==> src/rtl/watch_pkg.sv <==
// Shared stopwatch definitions: seven-segment patterns, time field limits,
// the display digit type and binary-to-decimal digit helpers.
package watch_pkg;

   typedef logic [3:0] digit_t;

   localparam logic [5:0] SEC_LIMIT  = 6'd59;
   localparam logic [5:0] MIN_LIMIT  = 6'd59;
   localparam logic [4:0] HOUR_LIMIT = 5'd23;

   // Segment order {a,b,c,d,e,f,g,dp}; dp is left clear here
   localparam logic [7:0] SEG_0     = 8'hFC;
   localparam logic [7:0] SEG_1     = 8'h60;
   localparam logic [7:0] SEG_2     = 8'hDA;
   localparam logic [7:0] SEG_3     = 8'hF2;
   localparam logic [7:0] SEG_4     = 8'h66;
   localparam logic [7:0] SEG_5     = 8'hB6;
   localparam logic [7:0] SEG_6     = 8'hBE;
   localparam logic [7:0] SEG_7     = 8'hE0;
   localparam logic [7:0] SEG_8     = 8'hFE;
   localparam logic [7:0] SEG_9     = 8'hF6;
   localparam logic [7:0] SEG_BLANK = 8'h00;

   function automatic digit_t tens_of(input logic [5:0] value);
      return digit_t'(value / 6'd10);
   endfunction

   function automatic digit_t ones_of(input logic [5:0] value);
      return digit_t'(value % 6'd10);
   endfunction

endpackage

==> src/rtl/seg7_encode.sv <==
// Decimal digit plus decimal point to active-high seven-segment pattern.
module seg7_encode
   import watch_pkg::*;
(
   input  digit_t     digit,
   input  logic       dp,
   output logic [7:0] seg
);

   logic [7:0] pattern_s;

   // Pattern lookup; out-of-range codes blank the digit
   always_comb begin
      case (digit)
         4'd0:    pattern_s = SEG_0;
         4'd1:    pattern_s = SEG_1;
         4'd2:    pattern_s = SEG_2;
         4'd3:    pattern_s = SEG_3;
         4'd4:    pattern_s = SEG_4;
         4'd5:    pattern_s = SEG_5;
         4'd6:    pattern_s = SEG_6;
         4'd7:    pattern_s = SEG_7;
         4'd8:    pattern_s = SEG_8;
         4'd9:    pattern_s = SEG_9;
         default: pattern_s = SEG_BLANK;
      endcase
      seg = pattern_s | {7'd0, dp};
   end

endmodule

==> src/rtl/stopwatch_hms.sv <==
// MM:SS / HH:MM:SS stopwatch with multiplexed seven-segment scan output.
// Define LAP_EN to add the lap port and display-hold latch.
module stopwatch_hms
   import watch_pkg::*;
#(
   parameter int TICK_DIV   = 1000,
   parameter int SCAN_DIV   = 1,
   parameter int NUM_DIGITS = 4
) (
   input  logic                  clk,
   input  logic                  rst,
   input  logic                  start_stop,
   input  logic                  clear,
`ifdef LAP_EN
   input  logic                  lap,
`endif
   output logic [NUM_DIGITS-1:0] seg_com,
   output logic [7:0]            seg_data,
   output logic                  wrap,
   output logic                  running
);

   localparam int              PW         = $clog2(TICK_DIV);
   localparam int              SW         = (SCAN_DIV > 1) ? $clog2(SCAN_DIV) : 1;
   localparam bit              HAS_HOURS  = (NUM_DIGITS == 6);
   localparam logic [PW-1:0]   PRESC_LAST = PW'(TICK_DIV - 1);
   localparam logic [SW-1:0]   SCAN_LAST  = SW'(SCAN_DIV - 1);
   localparam logic [2:0]      IDX_LAST   = 3'(NUM_DIGITS - 1);
   localparam logic [1:0]      LAST_FIELD = 2'(NUM_DIGITS / 2 - 1);

   logic [PW-1:0]         presc_q, presc_d;
   logic [5:0]            sec_q, sec_d, min_q, min_d;
   logic [4:0]            hr_q, hr_d;
   logic                  running_q, running_d, wrap_q, wrap_d;
   logic [SW-1:0]         scan_div_q, scan_div_d;
   logic [2:0]            scan_idx_q, scan_idx_d;
   logic [NUM_DIGITS-1:0] seg_com_q, seg_com_d;
   logic [7:0]            seg_data_q, seg_s;
   logic                  tick_s, full_s, dp_s;
   logic [5:0]            show_sec_s, show_min_s, field_s;
   logic [4:0]            show_hr_s;
   digit_t                digit_s;

   // Time base: prescaler, cascaded time fields, run state and rollover pulse
   always_comb begin
      presc_d   = presc_q;
      sec_d     = sec_q;
      min_d     = min_q;
      hr_d      = hr_q;
      wrap_d    = 1'b0;
      running_d = running_q ^ start_stop;
      tick_s    = running_q && (presc_q == PRESC_LAST);
      full_s    = (sec_q == SEC_LIMIT) && (min_q == MIN_LIMIT) &&
                  (!HAS_HOURS || (hr_q == HOUR_LIMIT));
      if (clear) begin
         presc_d   = '0;
         sec_d     = 6'd0;
         min_d     = 6'd0;
         hr_d      = 5'd0;
         running_d = 1'b0;
      end else if (tick_s) begin
         presc_d = '0;
         wrap_d  = full_s;
         if (sec_q != SEC_LIMIT) begin
            sec_d = sec_q + 6'd1;
         end else begin
            sec_d = 6'd0;
            if (min_q != MIN_LIMIT) begin
               min_d = min_q + 6'd1;
            end else begin
               min_d = 6'd0;
               if (HAS_HOURS && (hr_q != HOUR_LIMIT)) begin
                  hr_d = hr_q + 5'd1;
               end else begin
                  hr_d = 5'd0;
               end
            end
         end
      end else if (running_q) begin
         presc_d = presc_q + PW'(1);
      end else begin
         presc_d = presc_q;
      end
   end

   // Digit scan runs continuously, independent of the run state
   always_comb begin
      if (scan_div_q == SCAN_LAST) begin
         scan_div_d = '0;
         scan_idx_d = (scan_idx_q == IDX_LAST) ? 3'd0 : scan_idx_q + 3'd1;
      end else begin
         scan_div_d = scan_div_q + SW'(1);
         scan_idx_d = scan_idx_q;
      end
   end

`ifdef LAP_EN
   logic       hold_q, hold_d;
   logic [5:0] snap_sec_q, snap_sec_d, snap_min_q, snap_min_d;
   logic [4:0] snap_hr_q, snap_hr_d;

   // Lap toggles the hold; entering hold snapshots the live time
   always_comb begin
      hold_d     = hold_q;
      snap_sec_d = snap_sec_q;
      snap_min_d = snap_min_q;
      snap_hr_d  = snap_hr_q;
      if (clear) begin
         hold_d = 1'b0;
      end else if (lap) begin
         hold_d = ~hold_q;
         if (!hold_q) begin
            snap_sec_d = sec_q;
            snap_min_d = min_q;
            snap_hr_d  = hr_q;
         end else begin
            snap_sec_d = snap_sec_q;
         end
      end else begin
         hold_d = hold_q;
      end
   end

   always_ff @(posedge clk) begin
      if (!rst) begin
         hold_q     <= 1'b0;
         snap_sec_q <= 6'd0;
         snap_min_q <= 6'd0;
         snap_hr_q  <= 5'd0;
      end else begin
         hold_q     <= hold_d;
         snap_sec_q <= snap_sec_d;
         snap_min_q <= snap_min_d;
         snap_hr_q  <= snap_hr_d;
      end
   end

   assign show_sec_s = hold_q ? snap_sec_q : sec_q;
   assign show_min_s = hold_q ? snap_min_q : min_q;
   assign show_hr_s  = hold_q ? snap_hr_q  : hr_q;
`else
   assign show_sec_s = sec_q;
   assign show_min_s = min_q;
   assign show_hr_s  = hr_q;
`endif

   // Field k occupies digits 2k (tens) and 2k+1 (ones), most significant first
   always_comb begin
      field_s = 6'd0;
      case (scan_idx_q[2:1])
         2'd0:    field_s = HAS_HOURS ? {1'b0, show_hr_s} : show_min_s;
         2'd1:    field_s = HAS_HOURS ? show_min_s : show_sec_s;
         2'd2:    field_s = show_sec_s;
         default: field_s = 6'd0;
      endcase
      digit_s = scan_idx_q[0] ? ones_of(field_s) : tens_of(field_s);
      dp_s    = scan_idx_q[0] && (scan_idx_q[2:1] != LAST_FIELD);
      for (int i = 0; i < NUM_DIGITS; i++) begin
         seg_com_d[i] = (scan_idx_q != 3'(NUM_DIGITS - 1 - i));
      end
   end

   seg7_encode u_seg7_encode (
      .digit (digit_s),
      .dp    (dp_s),
      .seg   (seg_s)
   );

   always_ff @(posedge clk) begin
      if (!rst) begin
         presc_q    <= '0;
         sec_q      <= 6'd0;
         min_q      <= 6'd0;
         hr_q       <= 5'd0;
         running_q  <= 1'b0;
         wrap_q     <= 1'b0;
         scan_div_q <= '0;
         scan_idx_q <= 3'd0;
         seg_com_q  <= '1;
         seg_data_q <= 8'h00;
      end else begin
         presc_q    <= presc_d;
         sec_q      <= sec_d;
         min_q      <= min_d;
         hr_q       <= hr_d;
         running_q  <= running_d;
         wrap_q     <= wrap_d;
         scan_div_q <= scan_div_d;
         scan_idx_q <= scan_idx_d;
         seg_com_q  <= seg_com_d;
         seg_data_q <= seg_s;
      end
   end

   assign seg_com  = seg_com_q;
   assign seg_data = seg_data_q;
   assign wrap     = wrap_q;
   assign running  = running_q;

endmodule

==> config.mk <==
export PLATFORM = sky130hd
export DESIGN_NAME = stopwatch_hms
export DESIGN_NICKNAME = d
export VERILOG_FILES = /design/src/rtl/watch_pkg.sv /design/src/rtl/seg7_encode.sv /design/src/rtl/stopwatch_hms.sv
export SDC_FILE = /design/constraint.sdc
export NUM_CORES = 1
export LEC_CHECK = 0
export CAP_MARGIN = 25
export CORE_MARGIN = 2
export CORE_UTILIZATION = 45
export DETAILED_ROUTE_END_ITERATION = 8
export HOLD_SLACK_MARGIN = 0.12
export PLACE_DENSITY = 0.68
export SYNTH_ARGS = -nofsm -noshare
export SYNTH_HDL_FRONTEND = slang
export SYNTH_SLANG_ARGS = --single-unit
==> constraint.sdc <==
create_clock -name clk -period 6.7 [get_ports clk]
set_clock_uncertainty 0.1 [all_clocks]
set_input_delay 2.01 -clock clk [delete_from_list [all_inputs] [get_ports clk]]
set_output_delay 2.01 -clock clk [all_outputs]
set_load 0.01 [all_outputs]
Yosys cells after proc, flatten, opt, wreduce, memory -nomap -nowiden
Memories as Yosys holds them, arrays and structs flattened.
Index checks and enable logic that the tools add are counted.
{"block": "op_classes", "n_addsub": 5, "div_mod_pow": 2, "eq_ne": 12, "mux": 5, "bitwise_logic": 5, "n_reduce_logical": 11}
{"operator": "$add A6 B1 Y6 const B", "n": 2}
{"operator": "$eq A6 B6 Y1 const B", "n": 2}
{"operator": "$mux W6", "n": 2}
{"operator": "$ne A6 B6 Y1 const B", "n": 2}
{"operator": "$pmux W6 S2", "n": 1}
{"operator": "$add A10 B1 Y10 const B", "n": 1}
{"operator": "$eq A10 B10 Y1 const B", "n": 1}
{"operator": "$or A8 B1 Y8", "n": 1}
{"operator": "$div A6 B4 Y6 const B", "n": 1}
{"operator": "$mod A6 B4 Y6 const B", "n": 1}
{"operator": "$ne A3 B2 Y1 const B", "n": 2}
{"operator": "$reduce_or A3 Y1", "n": 2}
{"operator": "$mux W4", "n": 1}
{"operator": "$reduce_and A2 Y1", "n": 2}
{"operator": "$reduce_or A2 Y1", "n": 2}
{"operator": "$add A3 B1 Y3 const B", "n": 1}
{"operator": "$eq A3 B2 Y1 const B", "n": 1}
{"operator": "$logic_and A1 B1 Y1", "n": 3}
{"operator": "$mux W3", "n": 1}
{"operator": "$ne A3 B1 Y1 const B", "n": 1}
{"operator": "$not A1 Y1", "n": 3}
{"operator": "$reduce_bool A3 Y1", "n": 1}
{"operator": "$eq A2 B1 Y1 const B", "n": 1}
{"operator": "$eq A2 B2 Y1 const B", "n": 1}
{"operator": "4 further kinds", "n": 4}
{"block": "word_totals", "register_bits": 40, "romBits": 112, "inputBits": 4, "out_inout_bits": 14, "wordCells": 50, "n_memories": 1}
{"name": "(no name shown)", "words": 16, "word_bits": 7, "rd": 1, "rd_clocked_by_memory_dff": 0, "write_ports": 0, "line": "seg7_encode.sv:14", "text": "case (digit)"}

Longest topological paths before layout
An unclocked memory read counts as a cell.
{"block": "logic_depth", "word_depth": 7, "ltp_mapped": 15, "ltp_nobuf": 13}

Hierarchy
Synthesis repeated with hierarchy kept, for this count alone.
{"block": "unflattened", "cells_unflattened": 258, "area_unflattened_um2": 2260.9}
{"module": "stopwatch_hms", "instances": 1, "cells_each": 229, "area_each_um2": 2030.7, "seq_area_each_um2": 800.8}
{"module": "seg7_encode", "instances": 1, "cells_each": 29, "area_each_um2": 230.2, "seq_area_each_um2": 0.0}

Worst setup path before layout
OpenSTA, ideal clock, no wires.
{"block": "synth_timing", "kind": "register to register", "startpoint": "reg scan_idx_q[1]", "endpoint": "reg seg_data_q[1] (netlist: seg_data[1])", "setup_time_ps": 120, "arrival_time_ps": 3115, "required_time_ps": 6480, "path_slack_ps": 3365, "stages_incl_launch_ff": 14, "path_buffers": 1, "period_less_slack_ps": 3335, "path_cell_list": "dfxtp_1 -> inv_1 -> ha_1 -> buf_4 -> a22o_4 -> nor3_2 -> o21ai_0 -> a21o_1 -> ha_1 -> or3_1 -> a211oi_2 -> o32ai_4 -> and3_1 -> o31a_1"}
{"block": "synth_between", "elab_chain_len": 7, "word_cells_on_any_way": 10, "cone_classes": "2 x div; 2 x eq/ne; 2 x mux; 1 x bitwise; 2 x reduce/logical; 1 x memory"}
{"element": "from (decl)", "line": "stopwatch_hms.sv:36", "text": "logic [2:0] scan_idx_q, scan_idx_d;"}
{"element": "from (signal assigned)", "line": "stopwatch_hms.sv:189", "text": "scan_idx_q <= scan_idx_d;"}
{"element": "$eq A2 B2 Y1 or $eq A2 B1 Y1 (tied branches)", "line": "stopwatch_hms.sv:150", "text": "case (scan_idx_q[2:1])"}
{"element": "$reduce_or A2 Y1 (no source line)"}
{"element": "$pmux W6 S2 (*)", "line": "stopwatch_hms.sv:150"}
{"element": "$div A6 B4 Y6 or $mod A6 B4 Y6 (tied branches)", "line": "watch_pkg.sv:25, watch_pkg.sv:29"}
{"element": "$mux W4 (*)", "line": "stopwatch_hms.sv:156", "text": "digit_s = scan_idx_q[0] ? ones_of(field_s) : tens_of(field_s);"}
{"element": "$mem_v2 Z16 W7 (*)"}
{"element": "$or A8 B1 Y8 (*)", "line": "seg7_encode.sv:27", "text": "seg = pattern_s | {7'd0, dp};"}
{"element": "to (signal assigned)", "line": "stopwatch_hms.sv:191", "text": "seg_data_q <= seg_s;"}
{"element": "to (decl)", "line": "stopwatch_hms.sv:38", "text": "logic [7:0] seg_data_q, seg_s;"}
Every way passes the cells marked *; elsewhere a longest branch is shown, timed or not.
A chain may end at the register's enable or synchronous reset.

Final worst setup path
{"block": "layout_timing", "startpoint": "reg scan_idx_q[1]", "endpoint": "reg seg_data_q[4] (netlist: seg_data[4])"}
Same word-level chain as after synthesis.

==> flow_summary.json <==
{
  "ys_top_cells_by_area": "dfxtp_1 (34%), ha_1 (9.1%), xor2_1 (4.9%)",
  "placed_area_um2": 2524,
  "total_power_mw": 0.5063,
  "hp-class": "flip-flop to flip-flop",
  "synth_edf_count": 0,
  "io_pins": 18,
  "yosysTopAreaCellShare": 0.3412,
  "p_leak_nw": 1.052,
  "numCtsBuffers": 5,
  "io_buffer_count": 17,
  "cpPeakStageDelay_ns": 0.64,
  "row_count": 26,
  "dr.pass1.iters": 4,
  "synthToLayoutAreaGrowth_pct": 12.90,
  "final_area_um2": 2650,
  "critPathRequiredTime_ns": 6.80,
  "tightest_slew_ns": 0.7337,
  "crit_path_max_fanout": 11,
  "ys_ff_latch": 40,
  "cap_violations": 0,
  "avgSynthCellArea_um2": 9.205,
  "drc": 0,
  "grt_pass1_vias": 1715,
  "finalCriticalPeriod_ns": 3.950,
  "clockBufferDepth": 2,
  "rsz0062_at_grt": "no",
  "fmax_mhz": 253.2,
  "layout_worst_path_cycle_share": 0.5895,
  "layout_common_cells": "dfxtp_1 (40), nor2_1 (27), nand2_1 (19), ha_1 (17), clkdlybuf4s50_1 (17)",
  "ys.flop_type": "dfxtp_1",
  "worst_slack_ns": 2.750,
  "h-tree-depth": 2,
  "crit_path_start_kind": "flip-flop",
  "synth_nets": 276,
  "insertion_delay_ns": 0.29,
  "initial_utilization": 0.4625,
  "syn_inst": 255,
  "wl_per_cell_um": 12.62,
  "grt_pass1_wl_mm": 7.741,
  "worstSetupEndpointType": "flip-flop",
  "ys_seq_area_frac": 0.3412,
  "slew_headroom": 0.5067,
  "whs_path_depth": 2,
  "slew_viol_final": 0,
  "drtIter0Drc": 93,
  "filler_cell_count": 498,
  "num_antenna_cells": 0,
  "cts_resized": 0,
  "postCtsHoldBufs": 0,
  "fp.dieW_um": 76.22,
  "cellPowerDensity_nw_per_um2": 191.0,
  "gp_congestion": 0.9123,
  "ir_worst_vdd_uv": 141.8,
  "whs_ns": 0.3807,
  "place_hpwl_mm": 3.128,
  "crit_type": "flip-flop to flip-flop",
  "antenna_found_initial": 0,
  "multiInputGateArea_um2": 1435,
  "worstPathCellList": "inv_1 -> ha_1 -> a22oi_2 -> nor3_2 -> o21ai_0 -> a21o_1 -> ha_1 -> or3_1 -> a211oi_2 -> o32ai_4 -> nor4_2 -> nand2_1 -> o31ai_1",
  "seq_area_um2": 800.8,
  "final_util": 0.5222,
  "wirelength_mm": 4.254,
  "place_inst": 329,
  "vias": 1787,
  "finalHoldViolCount": 0,
  "final_nets": 287,
  "synth_cell_types": 57,
  "syn_area_um2": 2347,
  "synth_warnings": 0,
  "ant_nets": 0,
  "status": "complete, no violations",
  "gr-total-overflow": 0,
  "clk_pin_slew_worst_paths_ns": 0.07,
  "track_usage": 0.1580,
  "fin_setup_tns_ns": 0,
  "final_common_cell": "dfxtp_1",
  "cts_sinks": 40,
  "grt_start_max_net_pins": 14,
  "cts_setup_buffers": 0,
  "setup_violations": 0,
  "reg2reg_depth": 13,
  "cts-root-buf": "clkbuf_8",
  "dieArea_um2": 5809,
  "pre_cts_slack_ns": 2.782,
  "die_y_um": 76.22,
  "crit_top_cell": "ha_1",
  "crit_slowest_cell": "ha_1",
  "instances_no_fill": 337,
  "vias_per_cell": 5.303,
  "tritoncts": "yes",
  "async_flop_share": 0,
  "layout-drive-gt1-share": 0.1049,
  "core_um2": 5075,
  "synth_top_cell_by_area": "dfxtp_1",
  "worst_ep_arrival_time_ns": 4.05
}
==> area by class of cell <==
type | instances | share of cell area
clock buffer | 7 | 0.03636
timing repair buffer | 17 | 0.06421
clock inverter | 1 | 0.01133
tap | 70 | 0.03305
multi-input combinational | 194 | 0.5416
inverter | 8 | 0.01133
sequential | 40 | 0.3022
==> Yosys cell counts, types with 2 or more instances <==
cell / count
o21a_1: 2
nor2b_1: 6
o31ai_1: 2
nor2_2: 3
nor3_1: 2
a22oi_2: 2
o21ai_0: 6
or3_1: 2
nand4_1: 6
and3_1: 3
nand2b_1: 4
nor2_1: 27
a22oi_4: 3
clkbuf_1: 3
nand3_1: 6
buf_2: 5
and4_1: 3
a22o_4: 2
o211a_1: 2
a21oi_1: 13
a31oi_1: 2
o21ai_1: 4
buf_4: 3
ha_1: 17
nand2_1: 19
and2_1: 2
mux2i_1: 6
nor3_2: 2
inv_1: 8
xor2_1: 13
a211oi_1: 2
buf_6: 2
dfxtp_1: 40
or2_2: 2
xnor2_1: 8
a22o_1: 2
==> path summary, 6_finish.rpt <==
kind                              startpoint                    endpoint  slack, ns
setup / recovery  scan_idx_q[1]$_SDFFE_PN0N_      seg_data[4]$_SDFF_PN0_       2.75
hold / removal    scan_idx_q[2]$_SDFFE_PN0N_  scan_idx_q[2]$_SDFFE_PN0N_       0.38
setup reg to reg  scan_idx_q[1]$_SDFFE_PN0N_      seg_data[4]$_SDFF_PN0_       2.75
hold reg to reg   scan_idx_q[2]$_SDFFE_PN0N_  scan_idx_q[2]$_SDFFE_PN0N_       0.38
==> critical path, delay by kind of cell (launching register included) <==
family | cells | cell delay [ns]
buffers and inverters | 1 | 0.12
flip-flops | 1 | 0.42
adder cells (fa/ha/maj) | 2 | 0.87
AND/OR/NAND/NOR | 4 | 1.15
AO/OA/AOI/OAI | 6 | 1.21
==> logic make-up (layout without fill, tap and decap cells) <==
kind of cell,count (synthesis),after routing,synth area share
buf+inv,21,33,0.04744
mux,7,7,0.03038
xor+xnor,21,21,0.07836
compound gates,56,56,0.2063
flops,40,40,0.3412
simple gates,92,92,0.2042
other cells,1,1,0.001598
fa+ha+maj,17,17,0.09062
==> layer usage <==
metal | wire (µm) | part of all wire | up-vias | track usage
li1 | - | - | 919 | -
met1 | 2098 | 0.49 | 840 | 0.2097
met2 | 1987 | 0.47 | 21 | 0.2611
met3 | 106 | 0.025 | 7 | 0.02488
met4 | 61 | 0.014 | 0 | 0.05455
met5 | 0 | 0 | - | 0
==> state kept, by name (all words and copies together) (netlist names) <==
signal	count
min_q	6
presc_q	10
running	1
scan_div_q	1
scan_idx_q	3
sec_q	6
seg_com	4
seg_data	8
wrap	1
==> report_power, final <==
group          switching [mW]  total (mW)  internal [mW]
logic                  0.0234      0.0444         0.0210
clock network          0.0816       0.213          0.131
registers             0.00463       0.249          0.244
total                   0.110       0.506          0.397
(Power assumes the default switching activity.)
